$ cat config.mk
export PLATFORM = sky130hd
export DESIGN_NAME = div3_stream_tx_flat
export DESIGN_NICKNAME = d
export VERILOG_FILES = /design/src/rtl/div3_stream_tx_if.sv /design/src/rtl/div3_stream_tx.sv /design/src/flat_wrapper.sv
export SDC_FILE = /design/constraint.sdc
export NUM_CORES = 1
export LEC_CHECK = 0
export CAP_MARGIN = 20
export CORE_ASPECT_RATIO = 0.75
export CORE_UTILIZATION = 45
export DETAILED_ROUTE_END_ITERATION = 6
export GPL_TIMING_DRIVEN = 0
export PLACE_DENSITY = 0.73
export RECOVER_POWER = 25
export SYNTH_ARGS = -nofsm -noshare
export SYNTH_HDL_FRONTEND = slang
export SYNTH_SLANG_ARGS = --single-unit
$ cat constraint.sdc
create_clock -name clk -period 1.8 [get_ports clk]
set_input_delay 0.36 -clock clk [delete_from_list [all_inputs] [get_ports clk]]
set_output_delay 0.36 -clock clk [all_outputs]
set_load 0.05 [all_outputs]
$ cat src/rtl/div3_stream_tx_if.sv
// Handshake and serial-output bundle for div3_stream_tx.
// master: upstream producer / frame consumer side.
// slave : the transmitter itself.
interface div3_stream_tx_if #(
  parameter int W = 8
);
  logic         in_valid;
  logic         in_ready;
  logic [W-1:0] in_data;
  logic         in_mul3;
  logic         ser_out;
  logic         ser_valid;
  logic         ser_last;
  logic         frame_done;
  logic         frame_div3;

  modport master (
    output in_valid, in_data, in_mul3,
    input  in_ready, ser_out, ser_valid, ser_last, frame_done, frame_div3
  );

  modport slave (
    input  in_valid, in_data, in_mul3,
    output in_ready, ser_out, ser_valid, ser_last, frame_done, frame_div3
  );
endinterface

$ cat src/rtl/div3_stream_tx.sv
// MSB-first serial transmitter of W+2-bit frames (word or word*3) that
// tracks the running remainder mod 3 of the emitted bits and reports
// divisibility one cycle after the last bit. All outputs are registered.
module div3_stream_tx #(
  parameter int W = 8
) (
  input  logic            clk,
  input  logic            rst,
  div3_stream_tx_if.slave bus
);

  localparam int L  = W + 2;
  localparam int CW = $clog2(L);
  localparam logic [CW-1:0] LAST = CW'(L - 1);

  typedef enum logic {
    ST_IDLE  = 1'b0,
    ST_SHIFT = 1'b1
  } state_t;

  // One step of the MSB-first mod-3 recurrence: (2*rem + b) mod 3.
  function automatic logic [1:0] mod3_step(input logic [1:0] rem, input logic b);
    logic [1:0] r;
    case ({rem, b})
      3'b000:  r = 2'd0;
      3'b001:  r = 2'd1;
      3'b010:  r = 2'd2;
      3'b011:  r = 2'd0;
      3'b100:  r = 2'd1;
      3'b101:  r = 2'd2;
      default: r = 2'd0;
    endcase
    return r;
  endfunction

  state_t         state_q, state_d;
  logic [L-1:0]   sh_q, sh_d;
  logic [CW-1:0]  cnt_q, cnt_d;
  logic [1:0]     rem_q, rem_d;
  logic           ser_out_q, ser_out_d;
  logic           ser_valid_q, ser_valid_d;
  logic           ser_last_q, ser_last_d;
  logic           frame_done_q, frame_done_d;
  logic           frame_div3_q, frame_div3_d;
  logic           in_ready_q, in_ready_d;

  logic           accept_s;
  logic [L-1:0]   frame_s;
  logic [L-1:0]   word_ext_s;
  logic [1:0]     rem_next_s;

  // Next-state logic: accept/load, bit emission, remainder tracking, frame end.
  always_comb begin
    accept_s   = bus.in_valid && in_ready_q;
    word_ext_s = {2'b00, bus.in_data};
    if (bus.in_mul3) begin
      frame_s = {word_ext_s[L-2:0], 1'b0} + word_ext_s;
    end else begin
      frame_s = word_ext_s;
    end
    rem_next_s = mod3_step(rem_q, ser_out_q);

    state_d      = state_q;
    sh_d         = sh_q;
    cnt_d        = cnt_q;
    rem_d        = rem_q;
    ser_out_d    = 1'b0;
    ser_valid_d  = 1'b0;
    ser_last_d   = 1'b0;
    frame_done_d = 1'b0;
    frame_div3_d = frame_div3_q;

    case (state_q)
      ST_IDLE: begin
        if (accept_s) begin
          state_d     = ST_SHIFT;
          ser_out_d   = frame_s[L-1];
          ser_valid_d = 1'b1;
          sh_d        = {frame_s[L-2:0], 1'b0};
          cnt_d       = {CW{1'b0}};
          rem_d       = 2'd0;
        end else begin
          state_d = ST_IDLE;
        end
      end
      ST_SHIFT: begin
        if (cnt_q == LAST) begin
          // Edge consuming the final bit: report, then reload or go idle.
          frame_done_d = 1'b1;
          frame_div3_d = (rem_next_s == 2'd0);
          if (accept_s) begin
            state_d     = ST_SHIFT;
            ser_out_d   = frame_s[L-1];
            ser_valid_d = 1'b1;
            sh_d        = {frame_s[L-2:0], 1'b0};
            cnt_d       = {CW{1'b0}};
            rem_d       = 2'd0;
          end else begin
            state_d = ST_IDLE;
            sh_d    = {L{1'b0}};
            cnt_d   = {CW{1'b0}};
            rem_d   = 2'd0;
          end
        end else begin
          ser_out_d   = sh_q[L-1];
          ser_valid_d = 1'b1;
          sh_d        = {sh_q[L-2:0], 1'b0};
          cnt_d       = cnt_q + {{(CW-1){1'b0}}, 1'b1};
          ser_last_d  = (cnt_d == LAST);
          rem_d       = rem_next_s;
        end
      end
      default: begin
        state_d = ST_IDLE;
        sh_d    = {L{1'b0}};
        cnt_d   = {CW{1'b0}};
        rem_d   = 2'd0;
      end
    endcase

    // Ready while idle or while the last bit of a frame is on the line.
    in_ready_d = (state_d == ST_IDLE) || (cnt_d == LAST);
  end

  // State and output registers with asynchronous reset.
  always_ff @(posedge clk or posedge rst) begin
    if (rst) begin
      state_q      <= ST_IDLE;
      sh_q         <= {L{1'b0}};
      cnt_q        <= {CW{1'b0}};
      rem_q        <= 2'd0;
      ser_out_q    <= 1'b0;
      ser_valid_q  <= 1'b0;
      ser_last_q   <= 1'b0;
      frame_done_q <= 1'b0;
      frame_div3_q <= 1'b0;
      in_ready_q   <= 1'b1;
    end else begin
      state_q      <= state_d;
      sh_q         <= sh_d;
      cnt_q        <= cnt_d;
      rem_q        <= rem_d;
      ser_out_q    <= ser_out_d;
      ser_valid_q  <= ser_valid_d;
      ser_last_q   <= ser_last_d;
      frame_done_q <= frame_done_d;
      frame_div3_q <= frame_div3_d;
      in_ready_q   <= in_ready_d;
    end
  end

  assign bus.in_ready   = in_ready_q;
  assign bus.ser_out    = ser_out_q;
  assign bus.ser_valid  = ser_valid_q;
  assign bus.ser_last   = ser_last_q;
  assign bus.frame_done = frame_done_q;
  assign bus.frame_div3 = frame_div3_q;

endmodule

$ cat src/flat_wrapper.sv
// flat-port wrapper written by rule: the top's interface ports become plain ports
module div3_stream_tx_flat 
#(
  parameter int W = 8
)
  (clk, rst, bus_in_valid, bus_in_data, bus_in_mul3, bus_in_ready, bus_ser_out, bus_ser_valid, bus_ser_last, bus_frame_done, bus_frame_div3);
  div3_stream_tx_if #(.W(W)) bus_i ();
  input  logic clk;
  input  logic rst;
  input wire logic [$bits(bus_i.in_valid)-1:0] bus_in_valid;
  input wire logic [$bits(bus_i.in_data)-1:0] bus_in_data;
  input wire logic [$bits(bus_i.in_mul3)-1:0] bus_in_mul3;
  output wire logic [$bits(bus_i.in_ready)-1:0] bus_in_ready;
  output wire logic [$bits(bus_i.ser_out)-1:0] bus_ser_out;
  output wire logic [$bits(bus_i.ser_valid)-1:0] bus_ser_valid;
  output wire logic [$bits(bus_i.ser_last)-1:0] bus_ser_last;
  output wire logic [$bits(bus_i.frame_done)-1:0] bus_frame_done;
  output wire logic [$bits(bus_i.frame_div3)-1:0] bus_frame_div3;
  assign bus_i.in_valid = bus_in_valid;
  assign bus_i.in_data = bus_in_data;
  assign bus_i.in_mul3 = bus_in_mul3;
  assign bus_in_ready = bus_i.in_ready;
  assign bus_ser_out = bus_i.ser_out;
  assign bus_ser_valid = bus_i.ser_valid;
  assign bus_ser_last = bus_i.ser_last;
  assign bus_frame_done = bus_i.frame_done;
  assign bus_frame_div3 = bus_i.frame_div3;
  div3_stream_tx #(.W(W)) u_core (.clk(clk), .rst(rst), .bus(bus_i));
endmodule
==> key figures <==
Run status
  • Status: finished clean

Synth
  • Area leader, netlist: dfrtp_1
  • Most frequent cell after synthesis: dfrtp_1
  • Net Count, Synth: 151
  • Synth area leaders: dfrtp_1, ha_1, o21ai_0, a22oi_1, xnor2_1
  • Area share of the largest cell type after synthesis: 39.1%
  • Post-synth top cells: dfrtp_1, o21ai_0, nand2_1, a22oi_1, ha_1
  • Netlist cell types: 39
  • Asr flop ratio synth: 100%
  • Mapped Area: 0.00128 mm²
  • Cells after synthesis: 130
  • Number of synthesized flops with an enable pin: 0
  • Register area share after synthesis: 41.2%
  • Main synth FF type: dfrtp_1
  • Synth Register Bits: 21
  • Number of synthesis warnings: 0
  • Post-Syn Area per Cell: 9.85 µm²

Power and ir drop
  • Power per standard cell area: 1290 mW/mm²
  • Part of the power in registers: 37.8%
  • Clk pwr share: 14.4%
  • Sw Share: 43.8%
  • Total Power: 2.12 mW
  • Power share of the combinational group: 47.9%
  • Int Pwr: 1.19 mW
  • Max VDD drop: 0.535 mV
  • P_sw: 0.926 mW
  • P_leak: 0.706 nW

Floorplanning
  • Die height: 48.2 µm
  • Core Region: 0.00266 mm²
  • Rows: 16
  • Die area: 0.00306 mm²
  • IO Pins: 18
  • Die X: 63.6 µm
  • Starting Density: 48.1%

Worst setup path
  • Critical path arrival: 1.93 ns
  • CP Max Fanout: 3
  • Crit end category: register
  • Critical path type: input pin to register
  • CP Launch Type: input pin
  • Worst endpoint required time: 1.99 ns

Layout
  • ANT cells: 0
  • Proportion of layout cells with a drive suffix above 1: 18.2%
  • Final core occ: 61.4%
  • Nets@finish: 176
  • Area growth syn-to-layout: 27.7%
  • Final Cell Area: 0.00163 mm²

Routing
  • Starting DRT DRC Count: 52
  • First drt pass iteration count: 4
  • DRT Wirelength: 2.79 mm
  • Routed via count: 1053
  • Routed len/inst: 14.7 µm
  • Vias/cell: 5.54
  • Antenna Violating Nets Remaining: 0
  • DRC Markers: 0

Global routing
  • First-pass GRT wire length: 4.53 mm
  • Vias in the first global route: 968
  • Grt total ovfl: 0
  • Pin count of the biggest net entering global routing: 22
  • Initial antenna violation count: 0
  • Total GRT Usage: 20.3%

CTS
  • TritonCTS clock tree: yes
  • Clock sink total: 21
  • Maximum clock insertion buffer count: 2
  • Post-CTS Hold Fix Bufs: 0
  • Root buffer cell: clkbuf_8
  • CTS buffer count: 3
  • Worst-Skew Late Latency: 0.26 ns
  • Reg clk slew, reported paths: 0.07 ns
  • Total number of H-tree levels: 1

Placement
  • Hpwl dp: 2.04 mm
  • GPL Wtd Cong: 0.775
  • Number of I/O port buffers: 17
  • Placed inst area: 0.00150 mm²

Timing
  • Hold slack: 0.482 ns
  • Clock period minus worst slack: 1.74 ns
  • Final Cycle Share: 96.7%
  • Setup Skew: 0.00422 ns
  • Worst Tran Pin Value: 0.771 ns
  • Slew Limit Headroom: 48.5%
  • Final hold violations: 0
  • Max-slew violations: 0
  • Final-report setup violation count: 0
  • Setup_tns: 0 ns
  • Fmax: 0.574 GHz

Worst hold path
  • Hold crit path type: input pin to register

Job
  • Max cap viols: 0
-- layer usage --
metal | track usage, % | part of all wire, %
met5 | 0 | 0
met4 | 5.91 | 1.7
met3 | 4.91 | 3.4
met2 | 35.1 | 48
met1 | 26.3 | 46
-- state kept, by name, summed over array words and instances, names as in the netlist --
| signal | cells |
|---|---|
| u_core.sh_q | 9 |
| u_core.cnt_q | 4 |
| u_core.rem_q | 2 |
| u_core.bus.frame_div3 | 1 |
| u_core.bus.frame_done | 1 |
| u_core.bus.in_ready | 1 |
| u_core.bus.ser_last | 1 |
| u_core.bus.ser_out | 1 |
| u_core.bus.ser_valid | 1 |
-- worst max-delay path, stage by stage --
cell and delay (ns):
clkdlybuf4s15_1 0.22, ha_4 0.19, fa_2 0.38, a211oi_2 0.22
o21ai_2 0.13, a21oi_2 0.13, and3b_1 0.18, o21ai_1 0.12
-- cell usage in the layout (no fill, tap or decap), drive strengths merged, types with 2 or more instances in the layout --
| cell | synthesis | routed |
|---|---|---|
| a211oi | 2 | 2 |
| a21o | 2 | 2 |
| a21oi | 8 | 8 |
| a22oi | 8 | 8 |
| buf | 1 | 5 |
| clkbuf | 2 | 7 |
| clkdlybuf4s50 | 0 | 6 |
| dfrtp | 20 | 20 |
| dlygate4sd2 | 0 | 5 |
| dlymetal6s2s | 0 | 2 |
| ha | 8 | 8 |
| inv | 6 | 6 |
| mux2i | 4 | 4 |
| nand2 | 10 | 10 |
| nand2b | 2 | 2 |
| nand3 | 5 | 5 |
| nor2 | 7 | 7 |
| o21ai | 19 | 19 |
| o31ai | 2 | 2 |
| xnor2 | 5 | 5 |
| xor2 | 2 | 2 |
-- power by group through the flow --
stage	sequential (mW)	clock [mW]	combinational [mW]
floorplan	0.923	0	0.602
global placement	0.795	0	0.962
detailed placement	0.807	0	0.994
CTS	0.798	0.315	1.01
global route	0.820	0.331	1.13
finish	0.799	0.304	1.01
-- final cells by class --
cell class / count / area, µm²
flip-flops and latches: 21 / 527
clock buffers: 4 / 45.0
repair buffers: 20 / 181
multi-input cells: 100 / 801
inverters: 6 / 22.5
well taps: 36 / 45.0
plain buffers: 3 / 12.5
fillers: 226 / 1030
-- logic make-up after synthesis --
kind of cell / Yosys count / synth area share (%)
multiplexers: 4 / 3.13
flip-flops: 21 / 41.2
buffers and inverters: 9 / 2.74
AO/OA/AOI/OAI: 50 / 27.6
XOR/XNOR: 7 / 4.79
AND/OR/NAND/NOR: 30 / 11.2
adder cells (fa/ha/maj): 9 / 9.38
-- through the flow --
stage	setup slack, ns	instances
2_1_floorplan	0.0534	130
3_3_place_gp	-0.613	183
3_5_place_dp	-0.666	183
4_1_cts	0.00790	189
5_1_grt	-0.0337	190
6_report	0.0590	190
-- final timing paths --
| path | to | start | cells after the start | slack, ns |
|---|---|---|---|---|
| min in group asynchronous | u_core.bus.ser_last | rst | 2 | 0.67 |
| hold reg to reg | u_core.sh_q[1] | u_core.sh_q[1] | 1 | 0.51 |
| setup reg to reg | u_core.sh_q[7] | u_core.cnt_q[1] | 4 | 0.21 |
| hold / removal | u_core.sh_q[2] | bus_in_data[1] | 3 | 0.48 |
| max in group asynchronous | u_core.cnt_q[1] | rst | 2 | 0.64 |
| setup / recovery | u_core.sh_q[8] | bus_in_data[0] | 8 | 0.06 |
-- timing repair --
item / 4_1_cts / 5_1_grt
setup buffers: 2 / 1
endpoints found under the setup margin: 8 / 5
pin swaps: 7 / 3
resized for setup: 24 / 10
(Power assumes the default switching activity.)
